`config.mk`:
```
export PLATFORM = sky130hd
export DESIGN_NAME = branch_resolver
export DESIGN_NICKNAME = d
export VERILOG_FILES = /design/src/rtl/branch_pkg.sv /design/src/rtl/pred_fifo.sv /design/src/rtl/branch_resolver.sv
export SDC_FILE = /design/constraint.sdc
export NUM_CORES = 1
export LEC_CHECK = 0
export BUFFER_PORTS_ARGS = -buffer_cell sky130_fd_sc_hd__buf_2
export CAP_MARGIN = 10
export CORE_ASPECT_RATIO = 1.4
export CORE_MARGIN = 2
export CORE_UTILIZATION = 47
export CTS_CLUSTER_SIZE = 8
export DETAILED_ROUTE_END_ITERATION = 7
export GPL_TIMING_DRIVEN = 0
export HOLD_SLACK_MARGIN = 0.12
export PLACE_DENSITY = 0.74
export SYNTH_ARGS = -nofsm -noshare
export SYNTH_HDL_FRONTEND = slang
export SYNTH_HIERARCHICAL = 1
export SYNTH_SLANG_ARGS = --single-unit
```
`constraint.sdc`:
```
create_clock -name clk -period 3.8 [get_ports clk]
set_input_delay 0.38 -clock clk [delete_from_list [all_inputs] [get_ports clk]]
set_output_delay 0.38 -clock clk [all_outputs]
set_load 0.1 [all_outputs]
```
`src/rtl/branch_pkg.sv`:
```
// Shared types for the branch resolver: prediction record, FSM states, default depth.
package branch_pkg;

  localparam int unsigned DEFAULT_FIFO_DEPTH = 4;

  typedef struct packed {
    logic [31:0] pc;
    logic        taken;
    logic [31:0] target;
  } pred_entry_t;

  typedef enum logic {
    ST_RUN,
    ST_FLUSH
  } br_state_t;

endpackage

```
`src/rtl/pred_fifo.sv`:
```
// In-order prediction FIFO with a synchronous flush. DEPTH must be a power of 2,
// so the pointers wrap by plain truncation.
module pred_fifo
  import branch_pkg::*;
#(
  parameter int unsigned DEPTH = DEFAULT_FIFO_DEPTH
) (
  input  logic                     clk,
  input  logic                     reset,
  input  logic                     push,
  input  pred_entry_t              wr_data,
  input  logic                     pop,
  input  logic                     flush,
  output pred_entry_t              head,
  output logic [$clog2(DEPTH):0]   count
);

  localparam int unsigned PW = $clog2(DEPTH);
  localparam int unsigned CW = PW + 1;

  logic [PW-1:0] wr_ptr;
  logic [PW-1:0] rd_ptr;
  pred_entry_t   mem [DEPTH];

  assign head = mem[rd_ptr];

  // Pointer and occupancy bookkeeping; flush wins over push/pop.
  always_ff @(posedge clk or negedge reset) begin
    if (!reset) begin
      wr_ptr <= '0;
      rd_ptr <= '0;
      count  <= '0;
    end else if (flush) begin
      wr_ptr <= '0;
      rd_ptr <= '0;
      count  <= '0;
    end else begin
      if (push) wr_ptr <= wr_ptr + PW'(1);
      if (pop)  rd_ptr <= rd_ptr + PW'(1);
      case ({push, pop})
        2'b10:   count <= count + CW'(1);
        2'b01:   count <= count - CW'(1);
        default: count <= count;
      endcase
    end
  end

  // Entry storage; stale contents are unreachable once the pointers reset.
  always_ff @(posedge clk) begin
    if (push) mem[wr_ptr] <= wr_data;
  end

endmodule

```
`src/rtl/branch_resolver.sv`:
```
// Matches EX-stage branch outcomes against queued IF-stage predictions,
// trains the predictor, redirects fetch on mispredicts and keeps statistics.
module branch_resolver
  import branch_pkg::*;
#(
  parameter int unsigned FIFO_DEPTH = DEFAULT_FIFO_DEPTH
) (
  input  logic        clk,
  input  logic        reset,
  input  logic        pred_push,
  input  logic [31:0] pred_pc,
  input  logic        pred_taken,
  input  logic [31:0] pred_target,
  output logic        pred_full,
  input  logic        res_valid,
  input  logic [31:0] res_pc,
  input  logic        res_taken,
  input  logic [31:0] res_target,
  output logic        update_en,
  output logic [31:0] update_pc,
  output logic        update_taken,
  output logic [31:0] update_target,
  output logic        redirect_valid,
  output logic [31:0] redirect_pc,
  output logic [31:0] branch_count,
  output logic [31:0] mispredict_count,
  output logic        err
);

  localparam int unsigned CW = $clog2(FIFO_DEPTH) + 1;

  br_state_t   state;
  pred_entry_t head;
  pred_entry_t wr_entry;
  logic [CW-1:0] occ;
  logic fifo_empty, run, resolve, pop, push_ok;
  logic pc_mismatch, dir_wrong, mispredict;

  assign wr_entry = '{pc: pred_pc, taken: pred_taken, target: pred_target};

  assign fifo_empty  = (occ == '0);
  assign pred_full   = (occ == CW'(FIFO_DEPTH));
  assign run         = (state == ST_RUN);
  assign resolve     = run && res_valid;
  assign pop         = resolve && !fifo_empty;
  assign pc_mismatch = pop && (head.pc != res_pc);
  assign dir_wrong   = (head.taken != res_taken) ||
                       (head.taken && res_taken && (head.target != res_target));
  assign mispredict  = pop && (pc_mismatch || dir_wrong);
  // A full FIFO still takes a push when the head leaves in the same cycle;
  // a mispredict flush discards it regardless.
  assign push_ok     = run && pred_push && (!pred_full || pop);

  pred_fifo #(.DEPTH(FIFO_DEPTH)) u_fifo (
    .clk     (clk),
    .reset   (reset),
    .push    (push_ok),
    .wr_data (wr_entry),
    .pop     (pop),
    .flush   (mispredict),
    .head    (head),
    .count   (occ)
  );

  // FSM plus registered training, redirect, statistics and sticky error outputs.
  always_ff @(posedge clk or negedge reset) begin
    if (!reset) begin
      state            <= ST_RUN;
      update_en        <= 1'b0;
      update_pc        <= '0;
      update_taken     <= 1'b0;
      update_target    <= '0;
      redirect_valid   <= 1'b0;
      redirect_pc      <= '0;
      branch_count     <= '0;
      mispredict_count <= '0;
      err              <= 1'b0;
    end else begin
      state          <= (run && mispredict) ? ST_FLUSH : ST_RUN;
      update_en      <= resolve;
      redirect_valid <= mispredict;
      if (resolve) begin
        update_pc     <= res_pc;
        update_taken  <= res_taken;
        update_target <= res_target;
        branch_count  <= branch_count + 32'd1;
      end
      if (mispredict) begin
        mispredict_count <= mispredict_count + 32'd1;
        redirect_pc      <= res_taken ? res_target : res_pc + 32'd4;
      end
      if (resolve && (fifo_empty || pc_mismatch)) err <= 1'b1;
    end
  end

endmodule
```
# [Word-level counts from Yosys, hierarchy flattened]
# Memories as Yosys holds them, arrays and structs flattened.
# Index checks and enable logic that the tools add are counted.
[word_totals] ff_bits=172 mem_bits_rw=260 in_bits=134 out_inout_bits=165 wordCells=58 memories=1
[op_classes] n_addsub=7 n_eq_ne=6 mux=10 bitwise_logic=1 n_reduce_logical=20
[memory_table] memory="u_fifo.mem" words=4 word_bits=65 read_ports=1 rd_ports_with_merged_regs=0 write_ports=1 line="pred_fifo.sv:23" text="pred_entry_t mem [DEPTH];"
[op_table] operator="$add 32x1->32 const B" count=2
[op_table] operator="$ne 32x32->1" count=2
[op_table] operator="$add 32x3->32 const B" count=1
[op_table] operator="$mux 32" count=1
[op_table] operator="$logic_and 1x1->1" count=10
[op_table] operator="$mux 2" count=4
[op_table] operator="$pmux 3 s2" count=1
[op_table] operator="$add 2x1->2 const B" count=2
[op_table] operator="$logic_or 1x1->1" count=4
[op_table] operator="$reduce_bool 2->1" count=2
[op_table] operator="$add 3x1->3 const B" count=1
[op_table] operator="$eq 3x3->1 const B" count=1
[op_table] operator="$logic_not 3->1" count=1
[op_table] operator="$mux 1" count=3
[op_table] operator="$mux 3" count=1
[op_table] operator="$reduce_bool 3->1" count=1
[op_table] operator="$sub 3x1->3 const B" count=1
[op_table] operator="$eq 2x1->1 const B" count=1
[op_table] operator="$eq 2x2->1 const B" count=1
[op_table] operator="$logic_not 1->1" count=2
[op_table] operator="$ne 1x1->1" count=1
[op_table] operator="$not 1->1" count=1

# [Depth between registers and ports, before layout]
# Gate-level depths: netlist (run 1).
[logic_depth] ltp_word=8 mapped_depth=12 depth_no_buf=8

# [Cells and area by module]
# The synthesis (run 1) kept the hierarchy.
[by_module_without_submodules] mod="pred_fifo" n_inst=1 cells_per_inst=379 area_per_inst_um2=9830.7 seq_area_each_um2=7982.7
[by_module_without_submodules] mod="branch_resolver" n_inst=1 cells_per_inst=866 area_per_inst_um2=8444.3 seq_area_each_um2=4129.0

# [Least setup slack after synthesis (run 1)]
# Ideal clock, no wire load.
[synth_path] path_type="register -> register" startpoint="reg u_fifo.count[0]" endpoint="mem u_fifo/mem[0][0] (netlist bit), enable pin" setup_time_ns=0.550 arrival_ns=3.966 required_time_ns=3.250 path_slack_ns=-0.716 path_stages_with_launch=5 n_path_buf=1 period_less_slack_ns=4.516 path_cell_list="dfrtp_1 -> nor3b_1 -> a21oi_1 -> buf_2 -> and2_1"
[synth_via] elab_cells_between_ends=9 cone_classes="eq/ne: 1; mux: 2; reduce/logical: 6"
[synth_rtl] element="start: declaration" line="pred_fifo.sv:15" text="output logic [$clog2(DEPTH):0] count"
[synth_rtl] element="start signal: assignment" line="pred_fifo.sv:41" text="2'b10: count <= count + CW'(1);"
[synth_rtl] element="start signal: assignment" line="pred_fifo.sv:42" text="2'b01: count <= count - CW'(1);"
[synth_rtl] element="start signal: assignment" line="pred_fifo.sv:43" text="default: count <= count;"
[synth_rtl] element="$eq 3x3->1" line="branch_resolver.sv:42" text="assign pred_full = (occ == CW'(FIFO_DEPTH));"
[synth_rtl] element="via pred_full" line="branch_resolver.sv:14" text="output logic pred_full,"
[synth_rtl] element="$logic_not 1->1" line="branch_resolver.sv:52" text="assign push_ok = run && pred_push && (!pred_full || pop);"
[synth_rtl] element="$logic_or 1x1->1" line="branch_resolver.sv:52"
[synth_rtl] element="$logic_and 1x1->1" line="branch_resolver.sv:52"
[synth_rtl] element="via push_ok" line="branch_resolver.sv:36" text="logic fifo_empty, run, resolve, pop, push_ok;"
[synth_rtl] element="$mux 1" line="pred_fifo.sv:50" text="if (push) mem[wr_ptr] <= wr_data;"
[synth_rtl] element="$mux 1 (not written as such)" line="pred_fifo.sv:50"
[synth_rtl] element="end: declaration" line="pred_fifo.sv:23"
# The timed path passes the listed nets, and every way through them passes these cells.

==> results.md, run 1 <==
- Outcome: complete, no violations
- Library cells used by synthesis: 48
- Fmax: 277 MHz
- Crit Path Max Fanout: 17
- Pre-CTS setup slack: -203 ps
- Worst setup margin: 190 ps
- Core Footprint: 0.0384 sq mm
- Post-synthesis sequential area ratio: 66.3%
- Die Wd: 171 microns
- RSZ-0062 raised after global routing: no
- Top_reg_cell synth: edfxtp_1
- Final period util: 95.0%
- Clock transition at path regs: 50 ps
- Kind of end point of the critical path: flop
- Commonest cells post-synth: edfxtp_1, nand2_1, dfrtp_1
- Worst setup path start: u_fifo/rd_ptr[1]
- Die H: 237 microns
- Asr flop ratio synth: 39.8%
- Final setup skew: 15.3 ps
- CP endpoint: redirect_pc[25]
- WP data required: 4260 ps
- Initial DRT Pass Iterations: 5
- Vias/cell: 5.39
- Arr. time, crit path: 4070 ps
- Worst-margin pin slew: 762 ps
- Num CTS Buffers: 59
- Clock latency on the worst-skew pair: 580 ps
- Final Wtd Congestion: 0.884
- Total wire length: 50700 microns
- Initial antenna violation count: 3
- Mean Syn Cell Area: 14.7 sq um
- Total gr overflow: 0
- GRT Overall Usage: 25.2%
- Synth Register Bits: 432
- Die Area: 0.0405 sq mm
- Share of layout cells above drive strength 1: 28.7%
- Vias: 12.4k
- Num rows: 85
- Final hold violation count: 0
- Number of port buffers: 295
- R2R Path Start: u_fifo/rd_ptr[1]
- Io pins: 299
- Layout Nets: 1872
- Synthesized area: 0.0183 sq mm
- Post-Place Cell Area: 0.0205 sq mm
- CTS sink count: 432
- R2R Setup Slk: 190 ps
- Drt drc: 0
- TritonCTS clock tree: built
- Total number of yosys warnings: 6
- Cells after DPL: 2067
- Max VDD drop: 0.000846 V
- Clk buf depth: 3
- Crit path time final: 3610 ps
- Max Cap Viol: 0
- Fill count: 2850
- Hold Path Class: input pin to flop
- Gate Count Post-Synth: 1245
- Most frequent cell after synthesis: edfxtp_1
- P_leak: 9.77 nW
- Initial core utilization: 47.6%
- DRT iter0 DRCs: 911
- Worst reg2reg endpoint: redirect_pc[25]
- Syn nets: 1388
- Post-synth EDFFs: 260
- Non-Filler Instances: 2295
- Pwr dens: 820 mW/mm^2
- Drt wl/cell: 22.1 microns
- Cells on worst reg2reg path: 10
- Slew margin rel.: 49.2%
- Antenna Nets Post-Route: 0
- Synth top area cells: edfxtp_1, dfrtp_1, mux4_2, xor2_1, nand2_1
- Vias in the first global route: 12.9k
- Final instance area: 0.0235 sq mm
- Smallest hold slack: 139 ps
- Setup-failing EPs final: 0
- Layout area overhead: 28.3%
- Cell taking the most area after synthesis: edfxtp_1
- Root Buffer Master: clkbuf_16
- Crit path kind: flop to flop
- H-tree levels: 2
- Slew Limit Fails: 0
- Yosys top cell area share: 42.7%
- First-pass GRT wire length: 76400 microns
- Worst setup SP type: flop
- Post-DP HPWL: 34900 microns
- Pin count of the biggest net entering global routing: 121
==> how the worst min path moves through the flow <==
stage	startpoint	end	depth (start not counted)
floorplan	reset	branch_count[0]	0
global placement	mispredict_count[31]	mispredict_count[31]	1
detailed placement	reset	branch_count[22]	1
CTS	res_pc[25]	update_pc[25]	3
global route	res_target[2]	update_target[2]	3
finish	res_target[2]	update_target[2]	3
==> report_power, final <==
group / switching [mW] / internal (mW)
combinational: 5.95 / 2.06
sequential: 0.473 / 5.99
clock: 1.88 / 2.87
==> metrics by stage <==
step | utilization, % | TNS (ps) | power [mW]
after global placement | 53.2 | -188090 | 14.3
after global routing | 61.1 | 0 | 19.9
final | 61.1 | 0 | 19.2
after CTS | 61.0 | 0 | 19.3
after detailed placement | 53.5 | -6080 | 14.4
after floorplan | - | 0 | 12.6
==> state kept, by name (all words and copies together) (netlist names), 2 cells and up <==
register,cells
branch_count,32
mispredict_count,32
redirect_pc,32
u_fifo/count,3
u_fifo/mem,260
u_fifo/rd_ptr,2
u_fifo/wr_ptr,2
update_pc,32
update_target,32
==> layout by cell type (no fill, tap or decap), types with 8 or more instances in the layout <==
cell type / n
buf_2: 305
edfxtp_1: 260
nand2_1: 249
dfrtp_1: 172
dlygate4sd3_1: 120
xor2_1: 109
clkbuf_1: 68
mux4_2: 65
clkbuf_16: 59
xnor2_1: 50
o21ai_0: 36
nand3_1: 30
mux2_4: 28
nand4_1: 23
nor4_1: 18
nor3_1: 17
nor2_1: 17
inv_1: 15
a21oi_1: 13
and4_1: 11
and3_1: 10
buf_4: 8
mux2_2: 8
ha_1: 8
==> layout make-up <==
cell class	count	area [sq um]	share of cell area, %
clock buffers	100	1630	6.95
diodes	3	7.51	0.0320
flip-flops and latches	432	12100	51.6
clock inverters	2	32.5	0.139
plain buffers	54	334	1.42
repair buffers	423	2830	12.0
well taps	522	653	2.78
multi-input cells	742	5790	24.7
inverters	17	65.1	0.277
==> per-layer routing <==
metal,routed length (microns),GRT usage (%),vias to the layer above
met2,25900,43.8,521
met1,19500,31.4,6239
met3,3730,4.83,97
met5,0,0,-
met4,1620,8.91,0
li1,-,-,5509
==> worst max-delay path, cell delays in order, from the launching register on <==
cell and delay, ps:
dfrtp_1 380, buf_2 310, buf_2 360, mux4_2 360, xor2_1 180, nor4_1 440
nand4_1 310, o21ai_4 330, a21oi_2 250, buf_6 260, mux2_4 310
==> kinds of logic after synthesis <==
| group | count (synthesis) | share of synthesized area (%) |
|---|---|---|
| AO/OA/AOI/OAI | 71 | 2.31 |
| adder cells (fa/ha/maj) | 9 | 0.657 |
| AND/OR/NAND/NOR | 400 | 10.1 |
| buffers and inverters | 71 | 2.16 |
| multiplexers | 103 | 10.9 |
| XOR/XNOR | 159 | 7.62 |
| flip-flops | 432 | 66.3 |
==> timing repair <==
action                                 4_1_cts  5_1_grt
buffers inserted                             1        2
gates resized for setup                      3        3
pin swaps                                    1        1
hold buffers                               120        0
setup endpoints to repair                   40       38
endpoints found under the hold margin      366        0
No activity file was read; power rests on OpenSTA's default activity.
==> run 2, diff against run 1 <==
==> constraint.sdc (replaced) <==
create_clock -name clk -period 3.8 [get_ports clk]
set_input_delay 0.38 -clock clk [delete_from_list [all_inputs] [get_ports clk]]
set_output_delay 0.38 -clock clk [all_outputs]
set_load 0.02 [all_outputs]
==> results.md, run 2 (synthesis gave the netlist of run 1 again) <==
- Outcome: complete, no violations
- Max VDD drop: 0.000442 V
- Cells after DPL: 2067
- Final Wtd Congestion: 0.845
- Initial core utilization: 47.6%
- Worst setup SP type: flop
- Vias: 12.5k
- First-pass GRT wire length: 77600 microns
- H-tree levels: 2
- Max reg flops: 260
- Most common cell after layout, fill and taps aside: buf_2
- Clock transition at path regs: 50 ps
- Pin count of the biggest net entering global routing: 92
- Die Wd: 171 microns
- Clock latency on the worst-skew pair: 590 ps
- Number of port buffers: 295
- Final setup skew: 25.6 ps
- Max Cap Viol: 0
- Initial antenna violation count: 3
- GRT Overall Usage: 25.8%
- Total wire length: 51800 microns
- Post-Place Cell Area: 0.0205 sq mm
- Hold Path Class: input pin to flop
- Total power draw: 16.2 mW
- Cells along the critical path: buf_2 -> buf_2 -> mux4_2 -> xor2_1 -> nor4_2 -> nand4_1 -> o21ai_2 -> a21oi_2 -> buf_6 -> mux2_4
- Final period util: 95.9%
- Antenna Nets Post-Route: 0
- Vias in the first global route: 12.9k
- Total gr overflow: 0
- Crit Path Max Fanout: 17
- WP data required: 4260 ps
- Non-Filler Instances: 2295
- Setup TNS: 0 ps
- Final instance area: 0.0235 sq mm
- Final hold violation count: 0
- Vias/cell: 5.44
- Die H: 237 microns
- Pwr dens: 692 mW/mm^2
- Critical-path top delay cell: nor4_2
- CTS sink count: 432
- Drt wl/cell: 22.6 microns
- Arr. time, crit path: 4100 ps
- Most common cell on crit path: buf_2
- RSZ-0062 raised after global routing: no
- Die Area: 0.0405 sq mm
- Layout Nets: 1874
- Crit path kind: flop to flop
- Drt drc: 0
- Setup-failing EPs final: 0
- Slew margin rel.: 46.6%
- Layout area overhead: 28.4%
- Most frequent cells in the layout: buf_2, edfxtp_1, nand2_1
- Io pins: 299
- Worst-margin pin slew: 801 ps
- DRT iter0 DRCs: 1005
- Top reg by flops: u_fifo/mem
- Post-DP HPWL: 35200 microns
- Root Buffer Master: clkbuf_16
- Slew Limit Fails: 0
- Share of layout cells above drive strength 1: 28.7%
- TritonCTS clock tree: built
- Fmax: 274 MHz
- P_leak: 9.77 nW
- Max incr delay on CP: 410 ps
- Fin util: 61.1%
- Initial DRT Pass Iterations: 6
- Num CTS Buffers: 59
- Crit path time final: 3650 ps
- Num rows: 85
- Core Footprint: 0.0384 sq mm
- Kind of end point of the critical path: flop
- Clk buf depth: 3
[run 2: cell count changes in the layout (fill, tap and decap cells not counted), sizes merged]
cell and delta:
dlygate4sd3 +2, diode -1, buf -1
[run 2: metrics by stage]
step                hold slack (ps)  worst slack [ps]
floorplan                      84.4               854
global placement                453              -471
detailed placement              428              -424
CTS                             121              61.1
global route                    141              14.0
finish                          136               154
[run 2: final timing paths]
path	startpoint	endpoint	slack [ps]	cells after the start
worst min-delay path	res_pc[15]	update_pc[15]	140	3
worst min register to register	branch_count[31]	branch_count[31]	470	1
min in group asynchronous	reset	branch_count[22]	380	2
max in group asynchronous	reset	update_target[21]	2460	3
worst max-delay path	u_fifo/rd_ptr[1]	redirect_pc[25]	150	10
worst max register to register	u_fifo/rd_ptr[1]	redirect_pc[25]	150	10
[run 2: area by class of cell]
type	instances	area, sq um
Sequential cell	432	12100
Inverter	17	65.1
Multi-Input combinational cell	742	5790
Fill cell	2853	14900
Timing Repair Buffer	425	2840
Clock inverter	2	32.5
Tap cell	522	653
Clock buffer	99	1630
Buffer	54	337
Antenna cell	2	5.00
[run 2: layer usage]
layer	vias up	share of wire (%)	track usage, %
met5	-	0.025	0
met4	2	4.6	11.3
met3	126	7.4	4.73
met2	579	50	43.8
met1	6270	38	32.1
li1	5510	-	-
[run 2: what timing repair did]
item                                    CTS  global route
hold endpoints to repair                397             0
endpoints found under the setup margin   70            34
buffers inserted                          2             1
pin swaps                                 2             1
resized for setup                         4             3
hold buffers                            122             0
[run 2: critical path, delay by kind of cell, from the launching register on]
kind | cells | cell delay (ps)
DFF | 1 | 380
muxes | 2 | 660
AOI/OAI and AO/OA | 2 | 660
and+or+nand+nor | 2 | 640
buffers and inverters | 3 | 950
xor gates and xnor gates | 1 | 210
[run 2: where the power goes]
part / leakage (nW) / internal [mW] / total, mW / switching, mW
Combinational: 4.44 / 2.06 / 5.00 / 2.94
Sequential: 4.54 / 5.99 / 6.45 / 0.468
Clock: 0.788 / 2.86 / 4.78 / 1.91
Total: 9.77 / 10.9 / 16.2 / 5.32
